===== src/rtl/slicel_gen2_if.sv =====
// Signal bundle of the slicel_gen2 logic slice: user datapath, config scan chain and outputs.
interface slicel_gen2_if #(
  parameter int unsigned S_XX_BASE = 4,
  parameter int unsigned NUM_LUTS  = 4
);
  localparam int unsigned MuxLvls = $clog2(NUM_LUTS);

  logic [2*S_XX_BASE*NUM_LUTS-1:0] luts_in;
  logic [MuxLvls-1:0]              higher_order_addr;
  logic                            Ci;
  logic                            reg_ce;
  logic                            reg_srst;
  logic                            cfg_shift_en;
  logic                            cfg_bit_in;
  logic                            cfg_commit;
  logic                            cfg_bit_out;
  logic                            cfg_full;
  logic                            cfg_valid;
  logic                            cfg_err;
  logic                            Co;
  logic [2*NUM_LUTS-1:0]           out;
  logic [2*NUM_LUTS-1:0]           sync_out;

  modport master (
    output luts_in, higher_order_addr, Ci, reg_ce, reg_srst, cfg_shift_en, cfg_bit_in,
           cfg_commit,
    input  cfg_bit_out, cfg_full, cfg_valid, cfg_err, Co, out, sync_out
  );

  modport slave (
    input  luts_in, higher_order_addr, Ci, reg_ce, reg_srst, cfg_shift_en, cfg_bit_in,
           cfg_commit,
    output cfg_bit_out, cfg_full, cfg_valid, cfg_err, Co, out, sync_out
  );
endinterface


===== src/rtl/slicel_gen2.sv =====
// Logic slice: fracturable dual-output LUTs, F-mux tree, ripple carry and output FFs, configured
// through a shadowed serial scan chain that only takes effect on commit.
module slicel_gen2 #(
  parameter int unsigned S_XX_BASE = 4,
  parameter int unsigned NUM_LUTS  = 4
) (
  input logic          clk,
  input logic          rst_n,
  slicel_gen2_if.slave bus
);
  localparam int unsigned LutW     = 2**S_XX_BASE;
  localparam int unsigned CfgLut   = 2*LutW + 1;
  localparam int unsigned MuxLvls  = $clog2(NUM_LUTS);
  localparam int unsigned NumOut   = 2*NUM_LUTS;
  localparam int unsigned InitLsb  = NUM_LUTS*CfgLut;
  localparam int unsigned UseCcBit = InitLsb + NumOut;
  localparam int unsigned MuxLsb   = UseCcBit + 1;
  localparam int unsigned CfgTotal = MuxLsb + MuxLvls;
  localparam int unsigned CntW     = $clog2(CfgTotal + 1);

  typedef enum logic {StUncfg, StRun} state_e;

  state_e                state_q, state_d;
  logic [CfgTotal-1:0]   shadow_q, shadow_d;
  logic [CfgTotal-1:0]   active_q, active_d;
  logic [CntW-1:0]       count_q, count_d;
  logic                  err_q, err_d;
  logic [NumOut-1:0]     sync_q, sync_d;
  logic                  full, commit_ok, run;

  logic [NUM_LUTS-1:0]   c0, g, m, s;
  logic [NUM_LUTS:0]     c;
  logic [NumOut-1:0]     out_w;
  logic                  use_cc;
  logic [MuxLvls-1:0]    mux_lvl, sel_mask;
  int unsigned           k;

  assign full      = (count_q == CntW'(CfgTotal));
  assign commit_ok = bus.cfg_commit & full;
  assign run       = (state_q == StRun);

  always_comb begin
    state_d  = state_q;
    shadow_d = shadow_q;
    active_d = active_q;
    count_d  = count_q;
    err_d    = err_q | (bus.cfg_commit & ~full);
    if (bus.cfg_shift_en) begin
      shadow_d = {bus.cfg_bit_in, shadow_q[CfgTotal-1:1]};
      if (!full) count_d = count_q + CntW'(1);
    end
    // Commit captures the pre-edge shadow; a shift in the same cycle starts the next load.
    if (commit_ok) begin
      state_d  = StRun;
      active_d = shadow_q;
      count_d  = CntW'(bus.cfg_shift_en);
    end
  end

  always_comb begin
    sync_d = sync_q;
    if (commit_ok) begin
      sync_d = shadow_q[InitLsb +: NumOut];
    end else if (run) begin
      if (bus.reg_srst)    sync_d = active_q[InitLsb +: NumOut];
      else if (bus.reg_ce) sync_d = out_w;
    end
  end

  for (genvar i = 0; i < NUM_LUTS; i++) begin : g_lut
    logic [S_XX_BASE-1:0] lo, hi;
    logic [LutW-1:0]      f0, f1;
    logic                 split;
    assign lo    = bus.luts_in[2*S_XX_BASE*i +: S_XX_BASE];
    assign hi    = bus.luts_in[2*S_XX_BASE*i+S_XX_BASE +: S_XX_BASE];
    assign f0    = active_q[CfgLut*i +: LutW];
    assign f1    = active_q[CfgLut*i+LutW +: LutW];
    assign split = active_q[CfgLut*i+2*LutW];
    // Unsplit: hi[0] widens the low function to S+1 inputs using F1 as the upper half.
    assign c0[i] = (split || !hi[0]) ? f0[lo] : f1[lo];
    assign g[i]  = f1[hi];
  end

  always_comb begin
    use_cc   = active_q[UseCcBit];
    mux_lvl  = active_q[MuxLsb +: MuxLvls];
    k        = (32'(mux_lvl) > MuxLvls) ? MuxLvls : 32'(mux_lvl);
    sel_mask = MuxLvls'((32'd1 << k) - 32'd1);
    m        = '0;
    s        = '0;
    c        = '0;
    out_w    = '0;
    c[0]     = bus.Ci;
    for (int unsigned i = 0; i < NUM_LUTS; i++) begin
      m[i]           = c0[(MuxLvls'(i) & ~sel_mask) | (bus.higher_order_addr & sel_mask)];
      c[i+1]         = g[i] | (c0[i] & c[i]);
      s[i]           = c0[i] ^ c[i];
      out_w[2*i]     = use_cc ? s[i] : m[i];
      out_w[2*i+1]   = g[i];
    end
  end

  always_ff @(posedge clk or negedge rst_n) begin
    if (!rst_n) begin
      state_q  <= StUncfg;
      shadow_q <= '0;
      active_q <= '0;
      count_q  <= '0;
      err_q    <= 1'b0;
      sync_q   <= '0;
    end else begin
      state_q  <= state_d;
      shadow_q <= shadow_d;
      active_q <= active_d;
      count_q  <= count_d;
      err_q    <= err_d;
      sync_q   <= sync_d;
    end
  end

  assign bus.out         = run ? out_w : '0;
  assign bus.Co          = run & c[NUM_LUTS];
  assign bus.sync_out    = sync_q;
  assign bus.cfg_valid   = run;
  assign bus.cfg_full    = full;
  assign bus.cfg_err     = err_q;
  assign bus.cfg_bit_out = shadow_q[0];
endmodule


===== src/flat_wrapper.sv =====
// flat-port wrapper written by rule: the top's interface ports become plain ports
module slicel_gen2_flat 
#(
  parameter int unsigned S_XX_BASE = 4,
  parameter int unsigned NUM_LUTS  = 4
)
  (clk, rst_n, bus_luts_in, bus_higher_order_addr, bus_Ci, bus_reg_ce, bus_reg_srst, bus_cfg_shift_en, bus_cfg_bit_in, bus_cfg_commit, bus_cfg_bit_out, bus_cfg_full, bus_cfg_valid, bus_cfg_err, bus_Co, bus_out, bus_sync_out);
  slicel_gen2_if #(.S_XX_BASE(S_XX_BASE), .NUM_LUTS(NUM_LUTS)) bus_i ();
  input logic clk;
  input logic rst_n;
  input wire logic [$bits(bus_i.luts_in)-1:0] bus_luts_in;
  input wire logic [$bits(bus_i.higher_order_addr)-1:0] bus_higher_order_addr;
  input wire logic [$bits(bus_i.Ci)-1:0] bus_Ci;
  input wire logic [$bits(bus_i.reg_ce)-1:0] bus_reg_ce;
  input wire logic [$bits(bus_i.reg_srst)-1:0] bus_reg_srst;
  input wire logic [$bits(bus_i.cfg_shift_en)-1:0] bus_cfg_shift_en;
  input wire logic [$bits(bus_i.cfg_bit_in)-1:0] bus_cfg_bit_in;
  input wire logic [$bits(bus_i.cfg_commit)-1:0] bus_cfg_commit;
  output wire logic [$bits(bus_i.cfg_bit_out)-1:0] bus_cfg_bit_out;
  output wire logic [$bits(bus_i.cfg_full)-1:0] bus_cfg_full;
  output wire logic [$bits(bus_i.cfg_valid)-1:0] bus_cfg_valid;
  output wire logic [$bits(bus_i.cfg_err)-1:0] bus_cfg_err;
  output wire logic [$bits(bus_i.Co)-1:0] bus_Co;
  output wire logic [$bits(bus_i.out)-1:0] bus_out;
  output wire logic [$bits(bus_i.sync_out)-1:0] bus_sync_out;
  assign bus_i.luts_in = bus_luts_in;
  assign bus_i.higher_order_addr = bus_higher_order_addr;
  assign bus_i.Ci = bus_Ci;
  assign bus_i.reg_ce = bus_reg_ce;
  assign bus_i.reg_srst = bus_reg_srst;
  assign bus_i.cfg_shift_en = bus_cfg_shift_en;
  assign bus_i.cfg_bit_in = bus_cfg_bit_in;
  assign bus_i.cfg_commit = bus_cfg_commit;
  assign bus_cfg_bit_out = bus_i.cfg_bit_out;
  assign bus_cfg_full = bus_i.cfg_full;
  assign bus_cfg_valid = bus_i.cfg_valid;
  assign bus_cfg_err = bus_i.cfg_err;
  assign bus_Co = bus_i.Co;
  assign bus_out = bus_i.out;
  assign bus_sync_out = bus_i.sync_out;
  slicel_gen2 #(.S_XX_BASE(S_XX_BASE), .NUM_LUTS(NUM_LUTS)) u_core (.clk(clk), .rst_n(rst_n), .bus(bus_i));
endmodule

===== config.mk =====
export PLATFORM = sky130hd
export DESIGN_NAME = slicel_gen2_flat
export DESIGN_NICKNAME = d
export VERILOG_FILES = /design/src/rtl/slicel_gen2_if.sv /design/src/rtl/slicel_gen2.sv /design/src/flat_wrapper.sv
export SDC_FILE = /design/constraint.sdc
export NUM_CORES = 1
export LEC_CHECK = 0
export ABC_AREA = 0
export CORE_MARGIN = 2
export CORE_UTILIZATION = 60
export CTS_CLUSTER_DIAMETER = 120
export DETAILED_ROUTE_END_ITERATION = 7
export MAX_ROUTING_LAYER = met4
export PLACE_DENSITY = 0.78
export SLEW_MARGIN = 20
export SYNTH_ARGS = -nofsm -noshare
export SYNTH_HDL_FRONTEND = slang
export SYNTH_SLANG_ARGS = --single-unit

===== constraint.sdc =====
create_clock -name clk -period 5.4 [get_ports clk]
set_clock_uncertainty 0.05 [all_clocks]
set_input_delay 0.54 -clock clk [delete_from_list [all_inputs] [get_ports clk]]
set_output_delay 0.54 -clock clk [all_outputs]
set_load 0.01 [all_outputs]

; ---- Yosys cells after proc, flatten, opt, wreduce, memory -nomap -nowiden
; Index checks and enable logic that the tools add are counted.
[classes]
n_eq_ne = 2
n_lt_le_gt_ge = 13
shift = 1
reduce_logical = 13
addsub = 2
bitwise = 22
mux = 49
[op_table]
columns = operator, count
row1 = $mux W8, 8
row2 = $bmux W1 S4, 12
row3 = $lt A4 B5 Y1 const B, 8
row4 = $shl A1 B32 Y2 const A, 1
row5 = $mux W1, 24
row6 = $lt A2 B3 Y1 const B, 4
row7 = $add A8 B1 Y8 const B, 1
row8 = $bmux W1 S2, 4
row9 = $eq A8 B8 Y1 const B, 1
row10 = $and A1 B1 Y1, 7
row11 = $or A1 B1 Y1, 5
row12 = $logic_not A1 Y1, 4
row13 = $logic_or A1 B1 Y1, 4
row14 = $or A2 B2 Y2, 2
row15 = $reduce_and A2 Y1, 2
row16 = $reduce_bool A2 Y1, 2
row17 = $xor A1 B1 Y1, 4
row18 = $reduce_bool A3 Y1, 1
row19 = $and A2 B2 Y2, 1
row20 = $gt A2 B2 Y1 const B, 1
row21 = $mux W2, 1
row22 = $ne A2 B2 Y1 const B, 1
row23 = $not A2 Y2, 1
row24 = $or A1 B2 Y2, 1
row25 = 2 further kinds, 2
[word_totals]
out_inout_bits = 21
regBits = 304
wordCells = 108
in_bits = 42

; ---- Longest topological paths before layout
; Gate-level depths: netlist (run 1).
[logic_depth]
depth_word = 15
depth_mapped = 21
mapped_depth_nobuf = 19

; ---- Least setup slack after synthesis (run 1)
; Ideal clock, no wire load.
[synth_path]
kind = input to output
from = input bus_luts_in[1]
to = output bus_out[6]
t_required_ps = 4810
path_slack_ps = 1203
arrival_ps = 3607
n_path_buf = 2
cell_stages = 17
path_cell_list = buf_2 > buf_6 > mux2i_1 > nand2_1 > nand4_1 > a21oi_1 > a311oi_2 > inv_1 > ha_1 > or2_2 > ha_1 > or2_2 > ha_1 > or2_2 > ha_1 > o21ai_0 > a21oi_1
[synth_via]
elab_chain_len = 12
word_cells_on_any_way = 16
classes_between = mux (9) / bitwise (7)
[synth_rtl]
columns = item, line_no
row1 = "start, declared", flat_wrapper.sv:11  ; input wire logic [$bits(bus_i.luts_in)-1:0] bus_luts_in;
row2 = $bmux W1 S4, slicel_gen2.sv:80  ; assign c0[i] = (split || !hi[0]) ? f0[lo] : f1[lo];
row3 = $mux W1 (not written as such), slicel_gen2.sv:80
row4 = $mux W1 *, slicel_gen2.sv:80
row5 = $and A1 B1 Y1, slicel_gen2.sv:96  ; c[i+1] = g[i] | (c0[i] & c[i]);
row6 = $or A1 B1 Y1, slicel_gen2.sv:96
row7 = $and A1 B1 Y1, slicel_gen2.sv:96
row8 = $or A1 B1 Y1, slicel_gen2.sv:96
row9 = $and A1 B1 Y1, slicel_gen2.sv:96
row10 = $or A1 B1 Y1, slicel_gen2.sv:96
row11 = $xor A1 B1 Y1, slicel_gen2.sv:97  ; s[i] = c0[i] ^ c[i];
row12 = $mux W1 *, slicel_gen2.sv:98  ; out_w[2*i] = use_cc ? s[i] : m[i];
row13 = $mux W8 *, slicel_gen2.sv:121  ; assign bus.out = run ? out_w : '0;
row14 = "end, declared", flat_wrapper.sv:24  ; output wire logic [$bits(bus_i.out)-1:0] bus_out;
; Every way passes the cells marked *; elsewhere a longest branch is shown, timed or not. The select of a mux whose other input is x is not followed.

; ---- Final worst setup path (run 1)
[layout_path]
from = input bus_luts_in[4]
to = output bus_Co
[layout_via]
elab_chain_len = 12
word_cells_on_any_way = 14
classes_between = mux (3) / bitwise (9) / reduce/logical (2)
[layout_rtl]
columns = item, line_no
row1 = "parallel branches: the longest is 4 deep, another holds $bmux W1 S4", n/a
row2 = $or A1 B1 Y1 *, slicel_gen2.sv:96
row3 = $and A1 B1 Y1 *, slicel_gen2.sv:96
row4 = $or A1 B1 Y1 *, slicel_gen2.sv:96
row5 = $and A1 B1 Y1 *, slicel_gen2.sv:96
row6 = $or A1 B1 Y1 *, slicel_gen2.sv:96
row7 = $and A1 B1 Y1 *, slicel_gen2.sv:96
row8 = $or A1 B1 Y1 *, slicel_gen2.sv:96
row9 = $and A1 B1 Y1 *, slicel_gen2.sv:122  ; assign bus.Co = run & c[NUM_LUTS];
row10 = "end, declared", flat_wrapper.sv:23  ; output wire logic [$bits(bus_i.Co)-1:0] bus_Co;
; Mark *: on every way between the ends. The select of a mux whose other input is x is not followed.

==> qor.csv, run 1 <==
stage,metric,value,unit
outcome,status,"complete, but fails checks",
outcome,failing checks,hold timing,
cts,Setup Buffers After CTS,0,
cts,latest clock arrival within the worst-skew pair,550,ps
timing,worst-margin pin slew,1010,ps
floorplan,io pins,63,
cts,Post-CTS Hold Fix Bufs,0,
logic_synthesis,Gate Count Post-Synth,1246,
route,DRC Markers,0,
critical_path,critical path arrival,4390,ps
logic_synthesis,synth unique cells,43,
run,maxcap violations,0,
cts,"Reg clk slew, reported paths",60,ps
logic_synthesis,Post-synth EDFFs,0,
timing,fin. max-slew vios,0,
route,WL per Instance,17.4,µm
critical_path,crit-path leading delay family,buffers and inverters,
timing,Final Hold Vio Count,22,
floorplan,num rows,55,
timing,period utilisation layout,92.1,%
critical_path,CP Launch Point,bus_luts_in[4],
timing,setup TNS,0,ps
power,power density cells,330,nW/µm²
placement,number of port buffers,62,
cts,Post-CTS Resized,0,
logic_synthesis,register area share after synthesis,55.8,%
grt,vias in the first global route,9074,
floorplan,die area,23900,µm²
route,DRT iter0 DRCs,630,
layout,post-route non-filler standard cell count,1596,
placement,HPWL Detailed,17.2,mm
critical_path,FF-to-FF setup slack,1730,ps
placement,RD Place Congestion,0.882,
route,via count,9078,
timing,Period minus WS final,4980,ps
logic_synthesis,synthesized area,13600,µm²
logic_synthesis,#FFs+latches synth,304,
critical_path,crit start category,input port,
logic_synthesis,"Avg Cell Area, Syn",10.9,µm²
layout,area growth from synthesis to layout,13.6,%
logic_synthesis,yosys warns,0,
cts,TritonCTS sink count,304,
critical_path,Worst path slowest cell,clkdlybuf4s50_1,
route,Vias/cell,5.69,
timing,final setup vio count,0,
timing,Fmax achieved,0.201,GHz
logic_synthesis,ys async rst share,100,%
placement,Placed Cells,1541,
layout,Nets,1335,
route,1st-pass router iterations,5,
cts,Num CTS Buffers,30,
cts,TritonCTS clock tree,done,
critical_path,Required @ worst endpoint,4810,ps
cts,clock root buffer,clkbuf_16,
floorplan,Starting Density,60.7,%
power,Leakage,7.99,nW
critical_path,Critical Path Fanout Max,6,
floorplan,Core Area,22400,µm²
min_path,Hold WC Path Type,input port to async pin,
cts,Clock Path Buffers,3,
timing,final hold slack,-31.2,ps
floorplan,chip width,155,µm
layout,layout cell share with drive strength beyond 1,18.4,%
timing,Slew HR,32.7,%
grt,initial antenna violation count,0,
grt,largest net degree at the start of global routing,158,
grt,first-pass GRT wire length,46.4,mm
critical_path,CP bufs+invs,2,
cts,Max H-tree Level,1,
logic_synthesis,syn_nets,1293,
power,Total Power,0.00510,W
floorplan,die height,155,µm
route,Final ANT Viol Nets,0,
critical_path,reg2reg start,u_core.active_q[29]$_DFFE_PN0P_,
critical_path,CP Capture Type,primary output,
timing,RSZ-0062 raised after global routing,false,
power,Peak VDD IR,0.297,mV
layout,diodes inserted,0,
critical_path,peak per-stage delay on the critical path,650,ps
critical_path,crit path kind,input port to primary output,
logic_synthesis,"Top FF cell, synth",dfrtp_1,
grt,GRT Total Usage,24.6,%
critical_path,worst path cell trace,"clkdlybuf4s50_1, mux4_2, mux4_2, or2_2, ha_1, or2_2, ha_1, or2_2, ha_1, o21a_1, clkdlybuf4s50_1",
route,Routed WL,27.7,mm
grt,GRT overflow,0,
per-stage QoR:
stage	utilization, %	hold WS [ps]	area, µm²	setup WS (ps)
2_1_floorplan	-	194	13600	1200
3_3_place_gp	64.2	404	14400	92.7
3_5_place_dp	64.2	413	14400	71.2
4_1_cts	68.9	4.80	15500	60.2
5_1_grt	69.0	44.4	15500	200
6_report	69.0	-31.2	15500	424
worst paths after layout:
path	end	depth (start not counted)
setup / recovery	bus_Co	11
hold / removal	u_core.active_q[39]$_DFFE_PN0P_	1
setup reg to reg	u_core.bus.sync_out[6]$_DFFE_PN0P_	14
hold reg to reg	u_core.active_q[26]$_DFFE_PN0P_	2
max in group asynchronous	u_core.shadow_q[118]$_DFFE_PN0P_	2
min in group clk	u_core.active_q[26]$_DFFE_PN0P_	2
cells in the mapped netlist, drive strengths merged, types with 4 or more instances:
master	n	area, µm²
a2111oi	8	70.1
a211oi	8	60.1
a21oi	11	58.8
a221oi	6	52.6
a22oi	12	90.1
and2	8	50.1
and2b	4	30.0
buf	39	249
clkbuf	26	97.6
dfrtp	304	7610
ha	5	62.6
inv	8	30.0
mux2	143	1610
mux2i	65	651
mux4	20	450
nand2	460	1730
nand2b	7	43.8
nand3	16	80.1
nand4	6	37.5
nor2	17	66.3
nor2b	17	106
o211ai	5	37.5
o21ai	25	125
kinds of logic (layout without fill, tap and decap cells):
| family | after synthesis | after routing | share of synthesized area (%) |
|---|---|---|---|
| flops | 304 | 304 | 55.8 |
| simple gates | 543 | 543 | 16.2 |
| xor+xnor | 5 | 5 | 0.322 |
| fa+ha+maj | 5 | 5 | 0.459 |
| mux | 228 | 228 | 19.9 |
| buf+inv | 73 | 138 | 2.76 |
| compound gates | 88 | 88 | 4.47 |
per-layer routing:
metal	track usage, %	share of wire (%)	vias up
li1	-	-	4293
met1	34.8	46	4550
met2	38.7	48	189
met3	2.97	3.7	46
met4	6.08	2.5	0
met5	-	0	-
flip-flops by register name (all words and copies together), names as in the netlist:
name	flops
u_core.bus.cfg_err	1
u_core.shadow_q	143
u_core.bus.sync_out	8
u_core.bus.cfg_valid	1
u_core.count_q	8
u_core.active_q	143
power breakdown:
group	internal (W)	switching, W	total (W)
sequential	0.00241	0.000110	0.00252
clock	0.00133	0.000856	0.00219
combinational	0.000203	0.000191	0.000394
final cells by class:
cell class	count	area, µm²
Clock buffer	44	935
Clock inverter	11	130
Fill cell	1641	6960
Inverter	8	30.0
Multi-Input combinational cell	869	5650
Sequential cell	304	7610
Tap cell	285	357
Timing Repair Buffer	75	764
cells in the final DEF, fill, tap and decap left out, types with 10 or more instances in the layout:
master	n
nand2_1	459
dfrtp_1	304
mux2_2	143
mux2i_1	65
clkdlybuf4s50_1	59
clkbuf_16	31
mux4_2	20
nor2b_1	17
nor2_1	16
nand3_1	16
o21ai_0	15
a22oi_1	12
clkbuf_8	11
a21oi_1	10
o21ai_1	10
buf_4	10
Power figures use the tool's default switching activity.
==> run 2, diff against run 1 <==
--- a/config.mk
+++ b/config.mk
@@ -8,6 +8,7 @@
 export ABC_AREA = 0
 export CORE_MARGIN = 2
 export CORE_UTILIZATION = 60
+export CTS_BUF_LIST = sky130_fd_sc_hd__clkbuf_8
 export CTS_CLUSTER_DIAMETER = 120
 export DETAILED_ROUTE_END_ITERATION = 7
 export MAX_ROUTING_LAYER = met4
==> run 2 against run 1 <==
  * The run now ends clean
  * Cell count increased by 2.1%
  * Via count increased by 0.39%
  * Die area unchanged
  * Final area decreased by 0.66%
  * Clock power decreased by 14%
  * Largest cell class unchanged
==> qor.csv, run 2 (synthesis results as in run 1) <==
stage,metric,value,unit,change
timing,Final Hold Vio Count,0,,-100%
layout,"most common cell after layout, fill and taps aside",nand2_1,,
critical_path,Required @ worst endpoint,4810,ps,about the same
route,DRT iter0 DRCs,515,,-18%
grt,first-pass GRT wire length,45.7,mm,-1.6%
power,power density cells,312,nW/µm²,-5.2%
route,Vias/cell,5.59,,-1.7%
route,DRC Markers,0,,unchanged
layout,"Core Util, Final",68.5,%,-0.46 points
timing,RSZ-0062 raised after global routing,false,,
cts,latest clock arrival within the worst-skew pair,570,ps,+20 ps
power,P_sw,0.00118,W,+1.6%
min_path,worst hold path cell count,2,,
cts,clock root buffer,clkbuf_8,,
grt,initial antenna violation count,0,,unchanged
critical_path,critical path arrival,4400,ps,about the same
timing,worst-margin pin slew,977,ps,-32.5 ps
floorplan,chip width,155,µm,unchanged
route,via count,9113,,+0.39%
placement,HPWL Detailed,17.2,mm,unchanged
timing,fin. max-slew vios,0,,unchanged
timing,setup TNS,0,ps,unchanged
power,Clock power frac,39.3,%,-3.6 points
power,Comb power frac,8.2,%,+0.5 points
critical_path,CP Capture Type,primary output,,
route,Final ANT Viol Nets,0,,unchanged
layout,Top Registers,"u_core.active_q (143), u_core.shadow_q (143)",,
timing,final setup vio count,0,,unchanged
floorplan,Core Area,22400,µm²,unchanged
critical_path,crit path kind,input port to primary output,,
power,Leakage,8.02,nW,+0.45%
run,maxcap violations,0,,unchanged
critical_path,crit start category,input port,,
route,Routed WL,27.3,mm,-1.6%
timing,final hold slack,422,ps,+453 ps
power,sequential share of power,52.4,%,+3.1 points
floorplan,num rows,55,,unchanged
layout,fillers,1695,,+3.3%
cts,Clock Path Buffers,3,,unchanged
power,Sw Share,24.5,%,+1.8 points
layout,most frequent cells in the layout,"nand2_1, dfrtp_1, mux2_2",,
timing,period utilisation layout,92.4,%,+0.22 points
grt,vias in the first global route,9172,,+1.1%
power,Peak VDD IR,0.274,mV,-7.8%
layout,design area,15400,µm²,-0.66%
layout,diodes inserted,0,,unchanged
cts,TritonCTS sink count,304,,unchanged
layout,area growth from synthesis to layout,12.8,%,
critical_path,FF-to-FF setup slack,1720,ps,about the same
power,Pint,0.00362,W,-8.1%
min_path,Hold Path Sink,u_core.active_q[66]$_DFFE_PN0P_,,
timing,Slew HR,34.9,%,+2.2 points
critical_path,R2R Path End,u_core.bus.sync_out[6]$_DFFE_PN0P_,,
route,WL per Instance,16.7,µm,-3.7%
min_path,Hold WC Path Type,register to register,,
layout,layout cell share with drive strength beyond 1,19.0,%,+0.65 points
cts,Num CTS Buffers,49,,+63%
critical_path,Critical Path Fanout Max,6,,unchanged
min_path,Hold Path Origin,u_core.active_q[66]$_DFFE_PN0P_,,
layout,Nets,1355,,+1.5%
cts,Max H-tree Level,2,,+1
floorplan,die height,155,µm,unchanged
grt,GRT Total Usage,24.3,%,-0.30 points
grt,GRT overflow,0,,unchanged
timing,Fmax achieved,0.200,GHz,-0.24%
floorplan,Starting Density,60.7,%,unchanged
placement,DP Area,14400,µm²,unchanged
critical_path,cells on worst reg2reg path,14,,unchanged
cts,TritonCTS clock tree,done,,
cts,"Reg clk slew, reported paths",60,ps,about the same
floorplan,die area,23900,µm²,unchanged
power,Total Power,0.00480,W,-5.9%
placement,number of port buffers,62,,unchanged
floorplan,io pins,63,,unchanged
placement,RD Place Congestion,0.882,,unchanged
critical_path,reg2reg start,u_core.active_q[31]$_DFFE_PN0P_,,
outcome,status,"finished, final reports clean",,
timing,Period minus WS final,4990,ps,+12.1 ps
route,1st-pass router iterations,5,,unchanged
grt,largest net degree at the start of global routing,158,,unchanged
[run 2: through the flow]
stage,setup WS (ps),std cells
after detailed placement,71.2,1541
after global routing,203,1630
after floorplan,1200,1246
final,412,1630
after CTS,60.2,1630
after global placement,92.7,1541
[run 2: how the worst max path moves through the flow]
| stage | from | end | slack [ps] | cells past startpoint |
|---|---|---|---|---|
| after CTS | bus_luts_in[4] | bus_out[6] | 60 | 12 |
| final | bus_luts_in[4] | bus_Co | 410 | 11 |
| after floorplan | bus_luts_in[1] | bus_out[6] | 1200 | 17 |
| after global routing | bus_luts_in[1] | bus_Co | 200 | 17 |
| after detailed placement | bus_luts_in[4] | bus_out[6] | 70 | 12 |
| after global placement | bus_luts_in[4] | bus_out[6] | 90 | 12 |
[run 2: area by class of cell]
class	instances	area, µm²	area share, %
Sequential cell	304	7610	49.5
Multi-Input combinational cell	869	5650	36.7
Clock buffer	61	840	5.46
Timing Repair Buffer	76	774	5.04
Tap cell	285	357	2.32
Clock inverter	27	113	0.733
Inverter	8	30.0	0.195
[run 2: repair_timing]
item                                   4_1_cts  5_1_grt
hold buffers                                 1        0
setup buffers                                0        0
endpoints found under the hold margin       29        0
resized for setup                            0        1
setup endpoints to repair                    0        1
[run 2: power groups by stage]
stage / combinational, W / sequential, W / clock [W]
after global routing: 0.000436 / 0.00254 / 0.00203
after detailed placement: 0.000397 / 0.00256 / 0
after floorplan: 0.000253 / 0.00252 / 0
after CTS: 0.000400 / 0.00252 / 0.00194
after global placement: 0.000387 / 0.00255 / 0
final: 0.000394 / 0.00252 / 0.00189
[run 2: worst max-delay path, cell delays in order]
cell	delay, ps
clkdlybuf4s50_1	650
mux4_2	540
mux4_2	510
or2_2	300
ha_1	190
or2_2	320
ha_1	180
or2_2	290
ha_1	180
o21a_1	210
clkdlybuf4s50_1	490
[run 2: layer usage]
metal	up-vias	wire length, µm	track usage, %
met4	0	573	7.50
met5	-	0	-
met1	4518	12600	33.3
met3	45	1160	3.89
met2	211	13000	37.9
li1	4339	-	-
